$ cat src/rtl/shift_op_queue_pkg.sv
// Shared definitions for the shift request queue: select encodings and the
// request record stored in each FIFO entry (the tag is stored alongside it).
package shift_queue_pkg;

    localparam logic [1:0] SEL_SLL = 2'b00;
    localparam logic [1:0] SEL_SRL = 2'b01;
    localparam logic [1:0] SEL_SRA = 2'b11;
    localparam logic [1:0] SEL_RSV = 2'b10;

    typedef struct packed {
        logic [31:0] A;
        logic [4:0]  B;
        logic [1:0]  Select;
    } shift_req_t;

endpackage

$ cat src/rtl/shift_op_queue_shift.sv
// SHIFT: combinational 32-bit barrel shifter.
// Select bit 0 picks the right-shift direction, bit 1 picks arithmetic fill.
// Reserved 2'b10 therefore behaves as a left shift.
module shift
    import shift_queue_pkg::*;
(
    input  logic [31:0] A,
    input  logic [4:0]  B,
    input  logic [1:0]  Select,
    output logic [31:0] Y
);

    // Shift direction and fill chosen by Select.
    always_comb begin
        Y = A << B;
        case (Select)
            SEL_SRL: Y = A >> B;
            SEL_SRA: Y = $signed(A) >>> B;
            default: Y = A << B;
        endcase
    end

endmodule

$ cat src/rtl/shift_op_queue.sv
// shift_op_queue: DEPTH-entry request FIFO feeding a SHIFT instance, with a
// registered output stage on a valid/ready handshake.
// Optional macro SHIFT_QUEUE_SELECT_CHK_EN: flag reserved-select ops with
// Out_Err and a zero result instead of forwarding them to SHIFT.
module shift_op_queue
    import shift_queue_pkg::*;
#(
    parameter int DEPTH = 4,
    parameter int TAG_W = 4
) (
    input  logic                         clk,
    input  logic                         rst,
    input  logic                         In_Valid,
    output logic                         In_Ready,
    input  logic [31:0]                  In_A,
    input  logic [4:0]                   In_B,
    input  logic [1:0]                   In_Select,
    input  logic [TAG_W-1:0]             In_Tag,
    output logic                         Out_Valid,
    input  logic                         Out_Ready,
    output logic [31:0]                  Result,
    output logic [TAG_W-1:0]             Out_Tag,
    output logic                         Out_Err,
    output logic [$clog2(DEPTH+1)-1:0]   Count,
    output logic                         Busy
);

    localparam int PTR_W = $clog2(DEPTH);
    localparam int CNT_W = $clog2(DEPTH+1);

    // Storage is read asynchronously at the head so a pushed op can reach
    // the output register one edge later; it is never reset.
    shift_req_t       req_mem [DEPTH];
    logic [TAG_W-1:0] tag_mem [DEPTH];

    logic [PTR_W-1:0] wr_ptr_reg;
    logic [PTR_W-1:0] rd_ptr_reg;
    logic [CNT_W-1:0] count_reg;
    logic             out_valid_reg;
    logic [31:0]      result_reg;
    logic [TAG_W-1:0] out_tag_reg;

    logic             push;
    logic             pop;
    shift_req_t       head;
    logic [31:0]      shift_y;
    logic [31:0]      result_next;

    // Full blocks input even when a pop happens this cycle, so In_Ready
    // depends on registered state only.
    assign In_Ready = (count_reg != CNT_W'(DEPTH));
    assign push     = In_Valid && In_Ready;
    assign pop      = (count_reg != '0) && (!out_valid_reg || Out_Ready);
    assign head     = req_mem[rd_ptr_reg];

    shift u_shift (
        .A      (head.A),
        .B      (head.B),
        .Select (head.Select),
        .Y      (shift_y)
    );

`ifdef SHIFT_QUEUE_SELECT_CHK_EN
    logic head_rsv;
    logic err_reg;

    assign head_rsv    = (head.Select == SEL_RSV);
    assign result_next = head_rsv ? 32'h0 : shift_y;
    assign Out_Err     = err_reg;

    // Error flag travels with its result through the output register.
    always_ff @(posedge clk) begin
        if (rst) begin
            err_reg <= 1'b0;
        end else if (pop) begin
            err_reg <= head_rsv;
        end
    end
`else
    assign result_next = shift_y;
    assign Out_Err     = 1'b0;
`endif

    // FIFO entry write on an accepted request.
    always_ff @(posedge clk) begin
        if (push) begin
            req_mem[wr_ptr_reg] <= '{A: In_A, B: In_B, Select: In_Select};
            tag_mem[wr_ptr_reg] <= In_Tag;
        end
    end

    // Pointers, occupancy and output register.
    always_ff @(posedge clk) begin
        if (rst) begin
            wr_ptr_reg    <= '0;
            rd_ptr_reg    <= '0;
            count_reg     <= '0;
            out_valid_reg <= 1'b0;
            result_reg    <= '0;
            out_tag_reg   <= '0;
        end else begin
            if (push) begin
                wr_ptr_reg <= wr_ptr_reg + PTR_W'(1);
            end
            if (pop) begin
                rd_ptr_reg <= rd_ptr_reg + PTR_W'(1);
            end
            case ({push, pop})
                2'b10:   count_reg <= count_reg + CNT_W'(1);
                2'b01:   count_reg <= count_reg - CNT_W'(1);
                default: count_reg <= count_reg;
            endcase
            if (pop) begin
                out_valid_reg <= 1'b1;
                result_reg    <= result_next;
                out_tag_reg   <= tag_mem[rd_ptr_reg];
            end else if (Out_Ready) begin
                out_valid_reg <= 1'b0;
            end
        end
    end

    assign Out_Valid = out_valid_reg;
    assign Result    = result_reg;
    assign Out_Tag   = out_tag_reg;
    assign Count     = count_reg;
    assign Busy      = (count_reg != '0) || out_valid_reg;

endmodule

$ cat config.mk
export PLATFORM = sky130hd
export DESIGN_NAME = shift_op_queue
export DESIGN_NICKNAME = d
export VERILOG_FILES = /design/src/rtl/shift_op_queue_pkg.sv /design/src/rtl/shift_op_queue_shift.sv /design/src/rtl/shift_op_queue.sv
export SDC_FILE = /design/constraint.sdc
export NUM_CORES = 1
export LEC_CHECK = 0
export ABC_AREA = 1
export BUFFER_PORTS_ARGS = -buffer_cell sky130_fd_sc_hd__buf_4
export CORE_AREA = 3 3 161 163
export CTS_CLUSTER_SIZE = 20
export DETAILED_ROUTE_END_ITERATION = 8
export DIE_AREA = 0 0 164 166
export PLACE_DENSITY_LB_ADDON = 0.05
export SLEW_MARGIN = 0
export SYNTH_ARGS = -nofsm -noshare
export SYNTH_HDL_FRONTEND = slang
export SYNTH_SLANG_ARGS = --single-unit
$ cat constraint.sdc
create_clock -name clk -period 3.9 [get_ports clk]
set_input_delay 0.39 -clock clk [delete_from_list [all_inputs] [get_ports clk]]
set_output_delay 0.39 -clock clk [all_outputs]
set_load 0.005 [all_outputs]
# Word-level counts from Yosys, hierarchy flattened
# Memory sizes are Yosys's and may differ from the RTL's. A register that Yosys moved wholly into a read port is not among the register bits.
# Index checks and enable logic that the tools add are counted.
[word_totals]
output_inout_bits = 43
mem_bits_rw = 172
regBits = 40
mem_count = 2
word_cells = 35
[classes]
n_mux = 8
shifts = 3
add_sub_neg = 4
n_reduce_logical = 8
eq_ne = 5
[mem_list]
columns = ["name", "words", "word_bits", "read_ports", "rd_ports_with_merged_regs", "write_ports", "line", "rtl"]
rows = [
  ["req_mem", 4, 39, 1, 1, 1, "shift_op_queue.sv:33", "shift_req_t req_mem [DEPTH];"],
  ["tag_mem", 4, 4, 1, 1, 1, "shift_op_queue.sv:34", "logic [TAG_W-1:0] tag_mem [DEPTH];"],
]
[op_table]
columns = ["op", "count"]
rows = [
  ["32-bit case mux with 2 select lines", 1],
  ["32-bit by 5-bit left shift with 32-bit output", 1],
  ["32-bit by 5-bit >> shifter with 32-bit output", 1],
  ["32-bit by 5-bit >>> shifter with 32-bit output", 1],
  ["3-bit case mux with 2 select lines", 1],
  ["2-bit by 1-bit adder with 2-bit output, second input constant", 2],
  ["2-bit by 1-bit equality test with 1-bit output, second input constant", 2],
  ["2-bit equality test, second input constant", 2],
  ["1-bit two-way mux", 4],
  ["2-bit two-way mux", 2],
  ["2-bit nonzero test", 2],
  ["3-bit by 1-bit adder with 3-bit output, second input constant", 1],
  ["3-bit inequality test, second input constant", 1],
  ["3-bit nonzero test", 1],
  ["3-bit by 1-bit subtractor with 3-bit output, second input constant", 1],
  ["1-bit logical AND", 2],
  ["1-bit logical OR", 2],
  ["1-bit zero test", 1],
]

# Depth between registers and ports, before layout
[logic_depth]
word_depth = 5
depth_mapped = 20
mapped_depth_nobuf = 19

# By module
# From an unflattened synthesis, not the netlist that was laid out.
[hier_totals]
cells_unflattened = 1439
hier_area_um2 = 11941.5
[by_module_without_submodules]
columns = ["mod", "instances", "cells_each", "area_each_um2", "seq_area_each_um2"]
rows = [
  ["shift_op_queue", 1, 678, 8319.2, 6085.8],
  ["shift", 1, 761, 3622.2, 0.0],
]

# Worst setup path before layout
# Ideal clock, no wire load.
[synth_timing]
path_type = "reg-to-reg"
from = "reg count_reg[0] (netlist: Count[0])"
to = "mem req_mem[0][0] in the netlist's numbering (enable)"
setup_slack_ns = 0.900
synth_period_minus_slack_ns = 3.000
arrival_time_ns = 2.556
path_buffers = 0
stages_incl_launch_ff = 5
cell_sequence = "dfxtp_1 -> inv_1 -> nand3_1 -> nand2_1 -> nor2_1"
[synth_between]
elab_chain_len = 4
[synth_lines]
columns = ["element", "line", "rtl"]
rows = [
  ["start, declared", "shift_op_queue.sv:38", "logic [CNT_W-1:0] count_reg;"],
  ["start signal, assigned", "shift_op_queue.sv:109", "2'b10: count_reg <= count_reg + CNT_W'(1);"],
  ["start signal, assigned", "shift_op_queue.sv:110", "2'b01: count_reg <= count_reg - CNT_W'(1);"],
  ["start signal, assigned", "shift_op_queue.sv:111", "default: count_reg <= count_reg;"],
  ["3-bit inequality test", "shift_op_queue.sv:51", "assign In_Ready = (count_reg != CNT_W'(DEPTH));"],
  ["via In_Ready", "shift_op_queue.sv:14", "output logic In_Ready,"],
  ["1-bit logical AND", "shift_op_queue.sv:52", "assign push = In_Valid && In_Ready;"],
  ["1-bit two-way mux", "shift_op_queue.sv:86", "if (push) begin"],
  ["1-bit two-way mux (not written as such)", "shift_op_queue.sv:87", "req_mem[wr_ptr_reg] <= '{A: In_A, B: In_B, Select: In_Select};"],
  ["end, declared", "shift_op_queue.sv:33", ""],
]
# The timed path passes the listed nets, and every way through them passes these cells.

==> impl_metrics.csv <==
group,metric,value,unit
cts,post_cts_buffers,0,
critical_path,arrival,3330,ps
routing,drtIter0Drc,931,
yosys,synth_cells,1548,
floorplanning,die_h,166,microns
yosys,synthSimpleGateAreaFrac,0.352,
place,gp_congestion,0.988,
yosys,yosysWarnings,0,
critical_path,critPathLaunchType,"flip-flop",
sta,max_slew_margin,0.318,
yosys,synth-seq-cells,218,
finish,largest_reg_flops,156,
critical_path,cp_common_cell,"nor2_1",
routing,finalWirelength,33800,microns
place,place_ws,1020,ps
min_path,hp-start,"In_A[31]",
grt,grt-ovfl-total,0,
power_and_ir_drop,vdd_drop_max,0.470,mV
finish,drive_gt1_frac,0.111,
routing,via_per_inst,5.52,
floorplanning,initial_utilization,0.489,
critical_path,path_buf_inv,3,
critical_path,reg2reg_depth,11,
yosys,synth.distinct_cells,36,
critical_path,crit_chain,"buf_4 > nor2_1 > nor2_1 > a32oi_4 > inv_2 > buf_4 > a21oi_1 > o21ai_1 > o21ai_1 > a21oi_1 > nor2_1",
sta,slew_violations,0,
grt,antenna_found_initial,0,
yosys,syn_area,12000,sq um
critical_path,r2r_end,"Result[8]",
routing,drc_errors,0,
yosys,synth-adder-area-share,0.00690,
finish,area_growth_syn_to_layout,14.0,%
grt,grt_pass1_vias,10301,
routing,ant_nets,0,
sta,setup_viol,0,
yosys,synth_compound_area_frac,0.0773,
finish,fin_nets,1646,
yosys,synthArstFlopShare,0,
cts,clock-sinks,218,
critical_path,cp-end-kind,"flip-flop",
sta,skew,12.7,ps
cts,clk_path_buf_depth,3,
routing,routedWlPerCell,17.5,microns
power_and_ir_drop,p_leak,0.00582,uW
cts,clkTransAtPathRegs,60,ps
yosys,ys_seq_area_frac,0.508,
finish,regMostFlops,"req_mem",
place,post_dp_cell_area,12900,sq um
status,run_status,"completed",
min_path,hold_end,"req_mem[3][38]",
cts,clockRootBuffer,"clkbuf_16",
finish,diodes,0,
sta,fmax,342,MHz
sta,setup_ws,976,ps
critical_path,critPathMaxStageDelay,510,ps
critical_path,crit_family,"buffers and inverters",
cts,clkLatencyLatePin,530,ps
yosys,synth-xor-area-share,0,
power_and_ir_drop,p_total,13700,uW
cts,cts_hold_buffers,0,
yosys,synth_fp_nets,1601,
critical_path,worst-path-stages,11,
sta,fin_crit_sh,0.750,
routing,first_pass_iters,5,
sta,worst_pin_slew,1020,ps
sta,hold_viol,0,
floorplanning,top_level_ports,90,
yosys,muxShareOfSynthArea,0,
job,cap_violations,0,
sta,tns,0,ps
place,dp_hpwl,23600,microns
floorplanning,fp.dieArea,27200,sq um
critical_path,crit_type,"reg2reg",
power_and_ir_drop,power.density,1010,nW/um^2
grt,grtUsageTotal,0.252,
floorplanning,rows,57,
min_path,hold_class,"in2reg",
cts,cts_buffers,23,
cts,cts_tree,"yes",
yosys,yosys_most_used_dff,"edfxtp_1",
min_path,whs_path_depth,1,
routing,num_vias,10672,
grt,grt_pass1_wl,55000,microns
yosys,synth-edff-count,172,
cts,postCtsResizedCells,0,
critical_path,timing.reg2reg.setup_slack,980,ps
cts,htreeDepth,1,
sta,period_minus_slack,2920,ps
critical_path,cp_max_fo,47,
critical_path,worst_ep_required_time,4310,ps
critical_path,cpMaxStageDelayCell,"inv_2",
place,numPortBuffers,88,
finish,fin_area,13600,sq um
grt,grt_max_degree,72,
floorplanning,core_region_area,24500,sq um
yosys,synth_area_per_cell,7.73,sq um
yosys,synth_top_family_by_area,"simple AND/OR/NAND/NOR gates",
sta,rsz0062_at_grt,"false",
floorplanning,dieWidth,164,microns
-- synthesized netlist by cell type (2+ instances only) --
master / count / share of area
or2_0: 2 / 0.0010
inv_1: 45 / 0.014
o211ai_1: 14 / 0.0088
ha_1: 5 / 0.0052
edfxtp_1: 172 / 0.43
nand4_1: 7 / 0.0037
o21ai_1: 6 / 0.0025
buf_2: 58 / 0.024
nand3b_1: 5 / 0.0031
a32oi_2: 2 / 0.0027
nor2_1: 140 / 0.044
buf_4: 5 / 0.0031
or2_1: 3 / 0.0016
a31oi_1: 12 / 0.0063
a21boi_1: 3 / 0.0019
nand2_1: 570 / 0.18
buf_1: 4 / 0.0013
dfxtp_1: 46 / 0.077
inv_2: 9 / 0.0028
clkbuf_1: 29 / 0.0091
a21oi_1: 55 / 0.023
nor3_1: 3 / 0.0013
o21ai_0: 64 / 0.027
nand3_1: 276 / 0.12
nor2_4: 2 / 0.0019
-- how the worst max path moves through the flow --
stage              start             to  slack (ps)
5_1_grt        flip-flop     Result[18]         570
3_5_place_dp   flip-flop     Result[28]        1020
3_3_place_gp   flip-flop      Result[8]        1060
6_report       flip-flop      Result[8]         980
4_1_cts        flip-flop     Result[28]         980
2_1_floorplan   Count[0]  req_mem[0][0]         900
-- area by class of cell --
cell class | count | area [sq um]
sequential | 218 | 6090
clock inverter | 6 | 71.3
fill | 2309 | 10800
multi-input combinational | 1179 | 5280
clock buffer | 36 | 696
tap | 324 | 405
inverter | 55 | 206
timing repair buffer | 116 | 896
-- layout by cell type, fill, tap and decap left out, types with 3 or more instances in the layout --
cell type / n
a21boi_1: 3
ha_1: 5
nor2_1: 135
clkinv_1: 3
nor2_4: 7
nand3b_1: 5
clkbuf_8: 7
nor3_1: 3
nand2_1: 567
inv_2: 9
nand2_2: 4
nand4_1: 7
dfxtp_1: 44
nand3_1: 276
o211ai_1: 14
edfxtp_1: 172
buf_4: 114
o21ai_0: 64
a31oi_1: 12
clkbuf_1: 5
or2_1: 3
a21oi_1: 55
o21ai_1: 6
clkbuf_16: 23
inv_1: 45
-- metrics by stage --
| step | cells | utilization | hold WS, ps |
|---|---|---|---|
| 3_5_place_dp | 1892 | 0.527 | 459 |
| 5_1_grt | 1934 | 0.558 | 38.0 |
| 2_1_floorplan | 1548 | - | 462 |
| 3_3_place_gp | 1892 | 0.527 | 457 |
| 4_1_cts | 1934 | 0.558 | 32.5 |
| 6_report | 1934 | 0.558 | 55.1 |
-- routing by layer --
metal	up-vias	track usage	wire [microns]
li1	5303	-	-
met1	4963	0.342	14800
met2	347	0.426	16200
met3	59	0.0322	1880
met4	0	0.0673	1010
met5	-	0	0
-- power breakdown --
part | internal [uW] | switching (uW)
Combinational | 2520 | 5980
Clock | 1300 | 877
Sequential | 2880 | 168
-- kinds of logic (layout without fill, tap and decap cells) --
| group | after synthesis | in the layout |
|---|---|---|
| compound gates | 161 | 161 |
| fa+ha+maj | 6 | 6 |
| buf+inv | 151 | 213 |
| flops | 218 | 218 |
| other cells | 1 | 1 |
| simple gates | 1011 | 1011 |
(Power assumes the default switching activity.)
